===== src/rtl/panel_pkg.sv =====
// Shared definitions for the HUB75 panel scan path: FSM state encoding,
// panel geometry and RGB555 field offsets.
package panel_pkg;

  typedef enum logic [2:0] {
    S_IDLE,
    S_FETCH,
    S_DATA,
    S_CLK,
    S_BLANK,
    S_LATCH,
    S_SHOW
  } state_t;

  localparam int PANEL_COLS   = 32;
  localparam int PANEL_ROWS   = 8;
  localparam int PANEL_PLANES = 5;

  localparam int R_LSB = 10;
  localparam int G_LSB = 5;
  localparam int B_LSB = 0;

  // Pick the {R,G,B} bits of one bit plane out of an RGB555 word (bit 15 ignored).
  function automatic logic [2:0] plane_rgb(input logic [15:0] px, input logic [2:0] plane);
    logic [3:0] p4;
    p4 = {1'b0, plane};
    return {px[4'(R_LSB) + p4], px[4'(G_LSB) + p4], px[4'(B_LSB) + p4]};
  endfunction

endpackage


===== src/rtl/panel_scan_controller.sv =====
// HUB75 scan sequencer: walks both pixel RAM halves row by row and bit plane
// by bit plane, shifting one column per three cycles and showing each plane
// for SHOW_BASE<<plane cycles (binary-coded modulation).
// Optional build macro: PANEL_SCAN_BRIGHTNESS_EN adds i_brightness, which
// scales the lit portion of every show window without changing its length.
module panel_scan_controller
  import panel_pkg::*;
#(
  parameter int SHOW_BASE = 32
) (
  input  logic        i_clk,
  input  logic        i_rst,
  input  logic        i_enable,
`ifdef PANEL_SCAN_BRIGHTNESS_EN
  input  logic [7:0]  i_brightness,
`endif
  output logic [7:0]  o_ram_addr,
  output logic        o_ram_re,
  input  logic [15:0] i_ram_top_data,
  input  logic [15:0] i_ram_bot_data,
  output logic        o_r0,
  output logic        o_g0,
  output logic        o_b0,
  output logic        o_r1,
  output logic        o_g1,
  output logic        o_b1,
  output logic        o_sclk,
  output logic        o_lat,
  output logic        o_oe_n,
  output logic [2:0]  o_row,
  output logic        o_frame_done
);

  localparam logic [4:0] LAST_COL   = 5'(PANEL_COLS - 1);
  localparam logic [2:0] LAST_PLANE = 3'(PANEL_PLANES - 1);
  localparam logic [2:0] LAST_ROW   = 3'(PANEL_ROWS - 1);

  state_t      state_q, state_d;
  logic [4:0]  col_q, col_d;
  logic [2:0]  plane_q, plane_d;
  logic [2:0]  row_q, row_d;
  logic [15:0] show_cnt_q, show_cnt_d;
  logic [7:0]  ram_addr_q, ram_addr_d;
  logic        ram_re_q, ram_re_d;
  logic [2:0]  top_rgb_q, top_rgb_d;
  logic [2:0]  bot_rgb_q, bot_rgb_d;
  logic        sclk_q, sclk_d;
  logic        lat_q, lat_d;
  logic        oe_n_q, oe_n_d;
  logic [2:0]  row_out_q, row_out_d;
  logic        frame_done_q, frame_done_d;
  logic [15:0] show_len;

  assign show_len = 16'(SHOW_BASE) << plane_q;

`ifdef PANEL_SCAN_BRIGHTNESS_EN
  // Lit cycles per show window: (show_len * brightness) >> 8.
  logic [15:0] on_cnt_q, on_cnt_d;
  logic [15:0] on_len;
  logic [7:0]  on_frac_unused;
  assign {on_len, on_frac_unused} = 24'(show_len) * 24'(i_brightness);
`endif

  // Next-state and next-output computation; outputs are derived from the
  // state being entered so every pin is driven straight from a flop.
  always_comb begin
    state_d      = state_q;
    col_d        = col_q;
    plane_d      = plane_q;
    row_d        = row_q;
    show_cnt_d   = show_cnt_q;
    top_rgb_d    = top_rgb_q;
    bot_rgb_d    = bot_rgb_q;
    frame_done_d = 1'b0;
`ifdef PANEL_SCAN_BRIGHTNESS_EN
    on_cnt_d     = on_cnt_q;
`endif

    case (state_q)
      S_IDLE: begin
        if (i_enable) begin
          state_d = S_FETCH;
          col_d   = '0;
          plane_d = '0;
          row_d   = '0;
        end
      end
      S_FETCH: state_d = S_DATA;
      S_DATA: begin
        // RAM data for the address issued in S_FETCH is valid now.
        state_d   = S_CLK;
        top_rgb_d = plane_rgb(i_ram_top_data, plane_q);
        bot_rgb_d = plane_rgb(i_ram_bot_data, plane_q);
      end
      S_CLK: begin
        col_d   = col_q + 5'd1;  // wraps to 0 after the last column
        state_d = (col_q == LAST_COL) ? S_BLANK : S_FETCH;
      end
      S_BLANK: state_d = S_LATCH;
      S_LATCH: begin
        state_d    = S_SHOW;
        show_cnt_d = show_len;
`ifdef PANEL_SCAN_BRIGHTNESS_EN
        on_cnt_d   = on_len;
`endif
      end
      S_SHOW: begin
        // show_cnt_q counts the remaining show cycles including this one.
        if (show_cnt_q <= 16'd1) begin
          if (plane_q != LAST_PLANE) begin
            plane_d = plane_q + 3'd1;
            state_d = S_FETCH;
          end else if (row_q != LAST_ROW) begin
            plane_d = '0;
            row_d   = row_q + 3'd1;
            state_d = S_FETCH;
          end else begin
            plane_d      = '0;
            row_d        = '0;
            frame_done_d = 1'b1;
            state_d      = i_enable ? S_FETCH : S_IDLE;
          end
        end else begin
          show_cnt_d = show_cnt_q - 16'd1;
        end
`ifdef PANEL_SCAN_BRIGHTNESS_EN
        if (on_cnt_q != 16'd0) on_cnt_d = on_cnt_q - 16'd1;
`endif
      end
      default: state_d = S_IDLE;
    endcase

    ram_re_d   = (state_d == S_FETCH);
    ram_addr_d = ram_re_d ? {row_d, col_d} : ram_addr_q;
    sclk_d     = (state_d == S_CLK);
    lat_d      = (state_d == S_LATCH);
    row_out_d  = lat_d ? row_d : row_out_q;
`ifdef PANEL_SCAN_BRIGHTNESS_EN
    oe_n_d     = !((state_d == S_SHOW) && (on_cnt_d != 16'd0));
`else
    oe_n_d     = (state_d != S_SHOW);
`endif
  end

  // State, counters and all panel/RAM outputs; reset forces pins safe (blanked).
  always_ff @(posedge i_clk or posedge i_rst) begin
    if (i_rst) begin
      state_q      <= S_IDLE;
      col_q        <= '0;
      plane_q      <= '0;
      row_q        <= '0;
      show_cnt_q   <= '0;
      ram_addr_q   <= '0;
      ram_re_q     <= 1'b0;
      top_rgb_q    <= '0;
      bot_rgb_q    <= '0;
      sclk_q       <= 1'b0;
      lat_q        <= 1'b0;
      oe_n_q       <= 1'b1;
      row_out_q    <= '0;
      frame_done_q <= 1'b0;
`ifdef PANEL_SCAN_BRIGHTNESS_EN
      on_cnt_q     <= '0;
`endif
    end else begin
      state_q      <= state_d;
      col_q        <= col_d;
      plane_q      <= plane_d;
      row_q        <= row_d;
      show_cnt_q   <= show_cnt_d;
      ram_addr_q   <= ram_addr_d;
      ram_re_q     <= ram_re_d;
      top_rgb_q    <= top_rgb_d;
      bot_rgb_q    <= bot_rgb_d;
      sclk_q       <= sclk_d;
      lat_q        <= lat_d;
      oe_n_q       <= oe_n_d;
      row_out_q    <= row_out_d;
      frame_done_q <= frame_done_d;
`ifdef PANEL_SCAN_BRIGHTNESS_EN
      on_cnt_q     <= on_cnt_d;
`endif
    end
  end

  assign o_ram_addr   = ram_addr_q;
  assign o_ram_re     = ram_re_q;
  assign {o_r0, o_g0, o_b0} = top_rgb_q;
  assign {o_r1, o_g1, o_b1} = bot_rgb_q;
  assign o_sclk       = sclk_q;
  assign o_lat        = lat_q;
  assign o_oe_n       = oe_n_q;
  assign o_row        = row_out_q;
  assign o_frame_done = frame_done_q;

endmodule

===== config.mk =====
export PLATFORM = sky130hd
export DESIGN_NAME = panel_scan_controller
export DESIGN_NICKNAME = d
export VERILOG_FILES = /design/src/rtl/panel_pkg.sv /design/src/rtl/panel_scan_controller.sv
export SDC_FILE = /design/constraint.sdc
export NUM_CORES = 1
export LEC_CHECK = 0
export BUFFER_PORTS_ARGS = -buffer_cell sky130_fd_sc_hd__buf_2
export CAP_MARGIN = 5
export CORE_ASPECT_RATIO = 0.75
export CORE_UTILIZATION = 45
export DETAILED_ROUTE_END_ITERATION = 10
export HOLD_SLACK_MARGIN = 0.05
export PLACE_DENSITY_LB_ADDON = 0.12
export SLEW_MARGIN = 15
export SYNTH_ARGS = -nofsm -noshare
export SYNTH_HDL_FRONTEND = slang
export SYNTH_SLANG_ARGS = --single-unit

===== constraint.sdc =====
create_clock -name i_clk -period 4.1 [get_ports i_clk]
set_clock_uncertainty 0.2 [all_clocks]
set_input_delay 0.41 -clock i_clk [delete_from_list [all_inputs] [get_ports i_clk]]
set_output_delay 0.41 -clock i_clk [all_outputs]
set_load 0.02 [all_outputs]

==> metrics.md <==
| Metric | Value |
|---|---|
| R2R cell count | 5 |
| Fillers | 651 |
| Largest net degree at the start of global routing | 53 |
| Drt drc | 0 |
| Main flop type after synthesis | dfrtp_1 |
| H-tree levels | 2 |
| Post-synth ARST share | 100% |
| Maximum capacitance violations | 0 |
| F_max | between 0.3 and 0.4 GHz |
| Root Buffer | clkbuf_8 |
| Total number of vias | between 2000 and 3000 |
| Mapped Cells | approximately 310 |
| Final count of negative-setup-slack endpoints | 0 |
| Cell Pwr Density | ~390 mW/mm2 |
| Levels on crit path | 5 |
| Fraction of layout cells with a size suffix above 1 | a little under a third |
| CP max stage cell | nor4b_4 |
| Synthesized net count | about 360 |
| Final GP Congestion | around 0.85 |
| Final Cycle Share | between 70% and 80% |
| Hold Buf Count CTS | 0 |
| Clock Latency Late Sink | ~0.31 ns |
| Initial drt markers | about 120 |
| Crit end category | register |
| Pleak | around 1.7 nW |
| Fin Setup TNS | 0 ns |
| Hold Fails Final Rpt | 0 |
| Run status | complete, no violations |
| Maximum root-to-sink buffer count | 2 |
| Total length of routed wires | slightly above 7000 um |
| CP Max Fanout | 9 |
| Starting Density | about 47% |
| CTS Sinks | 52 |
| Die width | 100 um |
| # IOs | 57 |
| Slew @ Worst Pin | 0.706 ns |
| Worst-path cell chain | or4_1, nor4b_4, nand3_4, a21oi_4, mux2_2 |
| Die area | 0.00761 mm2 |
| Design area | 0.00371 mm2 |
| Critical Path Max Stage Delay | 0.70 ns |
| CP required | approximately 4 ns |
| Placed cell area | 0.00362 mm2 |
| Avg Synthesized Cell Area | about 11 um2 |
| Synth area leaders | dfrtp_1 39%, mux4_2 9.6%, mux2i_1 6.7% |
| Slew Viols, Final | 0 |
| Antenna violations before repair | 0 |
| Reg2reg setup slack | 1.05 ns |
| R2r startpoint | show_cnt_q[2] |
| DR pass1 iterations | 4 |
| CP delay by family, top | simple AND/OR/NAND/NOR gates |
| Port Buffers | 56 |
| Yosys reg bits | 52 |
| TritonCTS clock tree | yes |
| # diodes | 0 |
| Cts bufs inserted | 5 |
| Min cycle time layout | roughly 3.0 ns |
| Warning count from the yosys run | 0 |
| Core box area | ~0.007 mm2 |
| Die H | around 76 um |
| GRT Total Usage | between 20% and 30% |
| ANT nets after route | 0 |
| CP arrival | approximately 3 ns |
| Max-slew headroom | between 50% and 60% |
| Area Growth Syn to Fin | 13.4% |
| Number of global-route vias before repair | 2519 |
| Library cell with the largest summed area after synthesis | dfrtp_1 |
| Hold Crit Class | in -> async |
| Row count | 26 |
| Reg-to-reg endpoint | o_ram_addr[0] |
| Vias per cell | around 5.7 |
| Routed length per instance | around 16 um |
| CP bufs+invs | 0 |
| Fin nets | 403 |
| Post-CTS setup buffer count | 0 |
| Post-synthesis sequential area ratio | 39.8% |
| Mapped Area | between 0.003 and 0.004 mm2 |
| RSZ-0062 raised after global routing | no |
| Startpoint Class | register |
| Post-synth EDFFs | 0 |
| Area fraction of the dominant cell type after synthesis | between 30% and 40% |
| PostCTS Resize Cnt | 0 |
| Global-route wire length before repair | approximately 12000 um |
| Clock slew at the register clock pins of the worst setup and hold paths | roughly 0.09 ns |
| GR Overflow Total | 0 |
| VDD IR max | between 0.2 and 0.25 mV |
| Placed wire-length estimate | about 5400 um |
| Crit path kind | reg -> reg |
| Number of library cell types mapped by synthesis | between 50 and 60 |
metal layers:
metal,wire (um),share of wire [%],vias to the layer above,global-route usage (%)
met4,72,1.0,0,5.31
met3,308,4.3,8,3.94
met5,0,0,-,0
li1,-,-,1240,-
met2,2990,42,54,32.4
met1,3810,53,1260,30.1
placed cells by master (no fill, tap or decap), types with 5 or more instances in the layout:
cell type  instances
buf_2             56
and2_1             7
inv_1             11
mux2i_1           22
ha_1              14
nand2_1           19
clkbuf_8           5
mux2_2            13
mux4_2            14
o31ai_1            8
a31oi_1            6
a21oi_1           19
nand3_1           11
o21ai_0           13
nor2_1            19
dfrtp_1           51
cells in the mapped netlist, drive strengths merged, types with 2 or more instances:
library cell	number
a211oi	2
a21o	3
a21oi	20
a22o	3
a31oi	6
and2	7
buf	3
clkbuf	15
dfrtp	51
ha	14
inv	12
mux2	13
mux2i	22
mux4	14
nand2	19
nand2b	3
nand3	12
nand4	2
nor2	19
nor2b	3
nor3	4
nor3b	3
nor4	3
nor4b	2
o21ai	13
o22ai	2
o2bb2ai	2
o311ai	2
o31ai	8
or2	3
or4	5
or4b	2
report_power, final:
part	internal (mW)	leakage [nW]	total, mW	switching (mW)
Combinational	0.192	0.960	0.464	0.272
Sequential	0.599	0.698	0.665	0.0664
Clock	0.122	0.0414	0.299	0.177
through the flow:
step | std cells | power [mW] | hold WS (ns) | utilization (%) | setup slack, ns
final | 453 | 1.43 | 0.0533 | 53.5 | 1.05
after global routing | 453 | 1.53 | 0.110 | 53.5 | 0.915
after detailed placement | 445 | 1.14 | 0.291 | 52.2 | 1.07
after floorplan | 306 | 1.00 | 0.254 | - | 1.27
after global placement | 445 | 1.14 | 0.277 | 52.2 | 1.12
after CTS | 453 | 1.45 | 0.0818 | 53.5 | 1.06
worst reg2reg max path: stages (launching register included):
cell and delay [ns]:
dfrtp_1 0.41, or4_1 0.69, nor4b_4 0.70, nand3_4 0.21, a21oi_4 0.35, mux2_2 0.38
flip-flops by register name, indices dropped and copies added, names as in the netlist, 3 cells and up:
signal      count
bot_rgb_q       3
col_q           5
o_ram_addr      8
o_row           3
plane_q         3
row_q           3
show_cnt_q     16
state_q         3
top_rgb_q       3
worst max-delay path by stage:
stage | startpoint | to | slack, ns
global route | show_cnt_q[2] | o_ram_addr[0] | 0.92
finish | show_cnt_q[2] | o_ram_addr[0] | 1.05
global placement | show_cnt_q[2] | o_ram_addr[5] | 1.12
CTS | show_cnt_q[2] | o_ram_addr[0] | 1.06
floorplan | plane_q[0] | bot_rgb_q[1] | 1.27
detailed placement | show_cnt_q[2] | o_ram_addr[0] | 1.07
cells by family after synthesis:
kind of cell / after synthesis / synth area share [%]
compound gates: 69 / 14.0
xor+xnor: 2 / 0.536
fa+ha+maj: 14 / 5.36
buf+inv: 30 / 3.67
flops: 52 / 39.8
mux: 49 / 20.9
simple gates: 90 / 15.8
layout make-up:
class	count	area, um2	share of cell area, %
Tap cell	98	123	3.31
Sequential cell	52	1300	35.1
Clock buffer	6	72.6	1.96
Timing Repair Buffer	59	303	8.16
Multi-Input combinational cell	224	1850	49.8
Inverter	12	45.0	1.21
Clock inverter	2	16.3	0.439
Note: power is estimated with default switching activity, not from simulation.
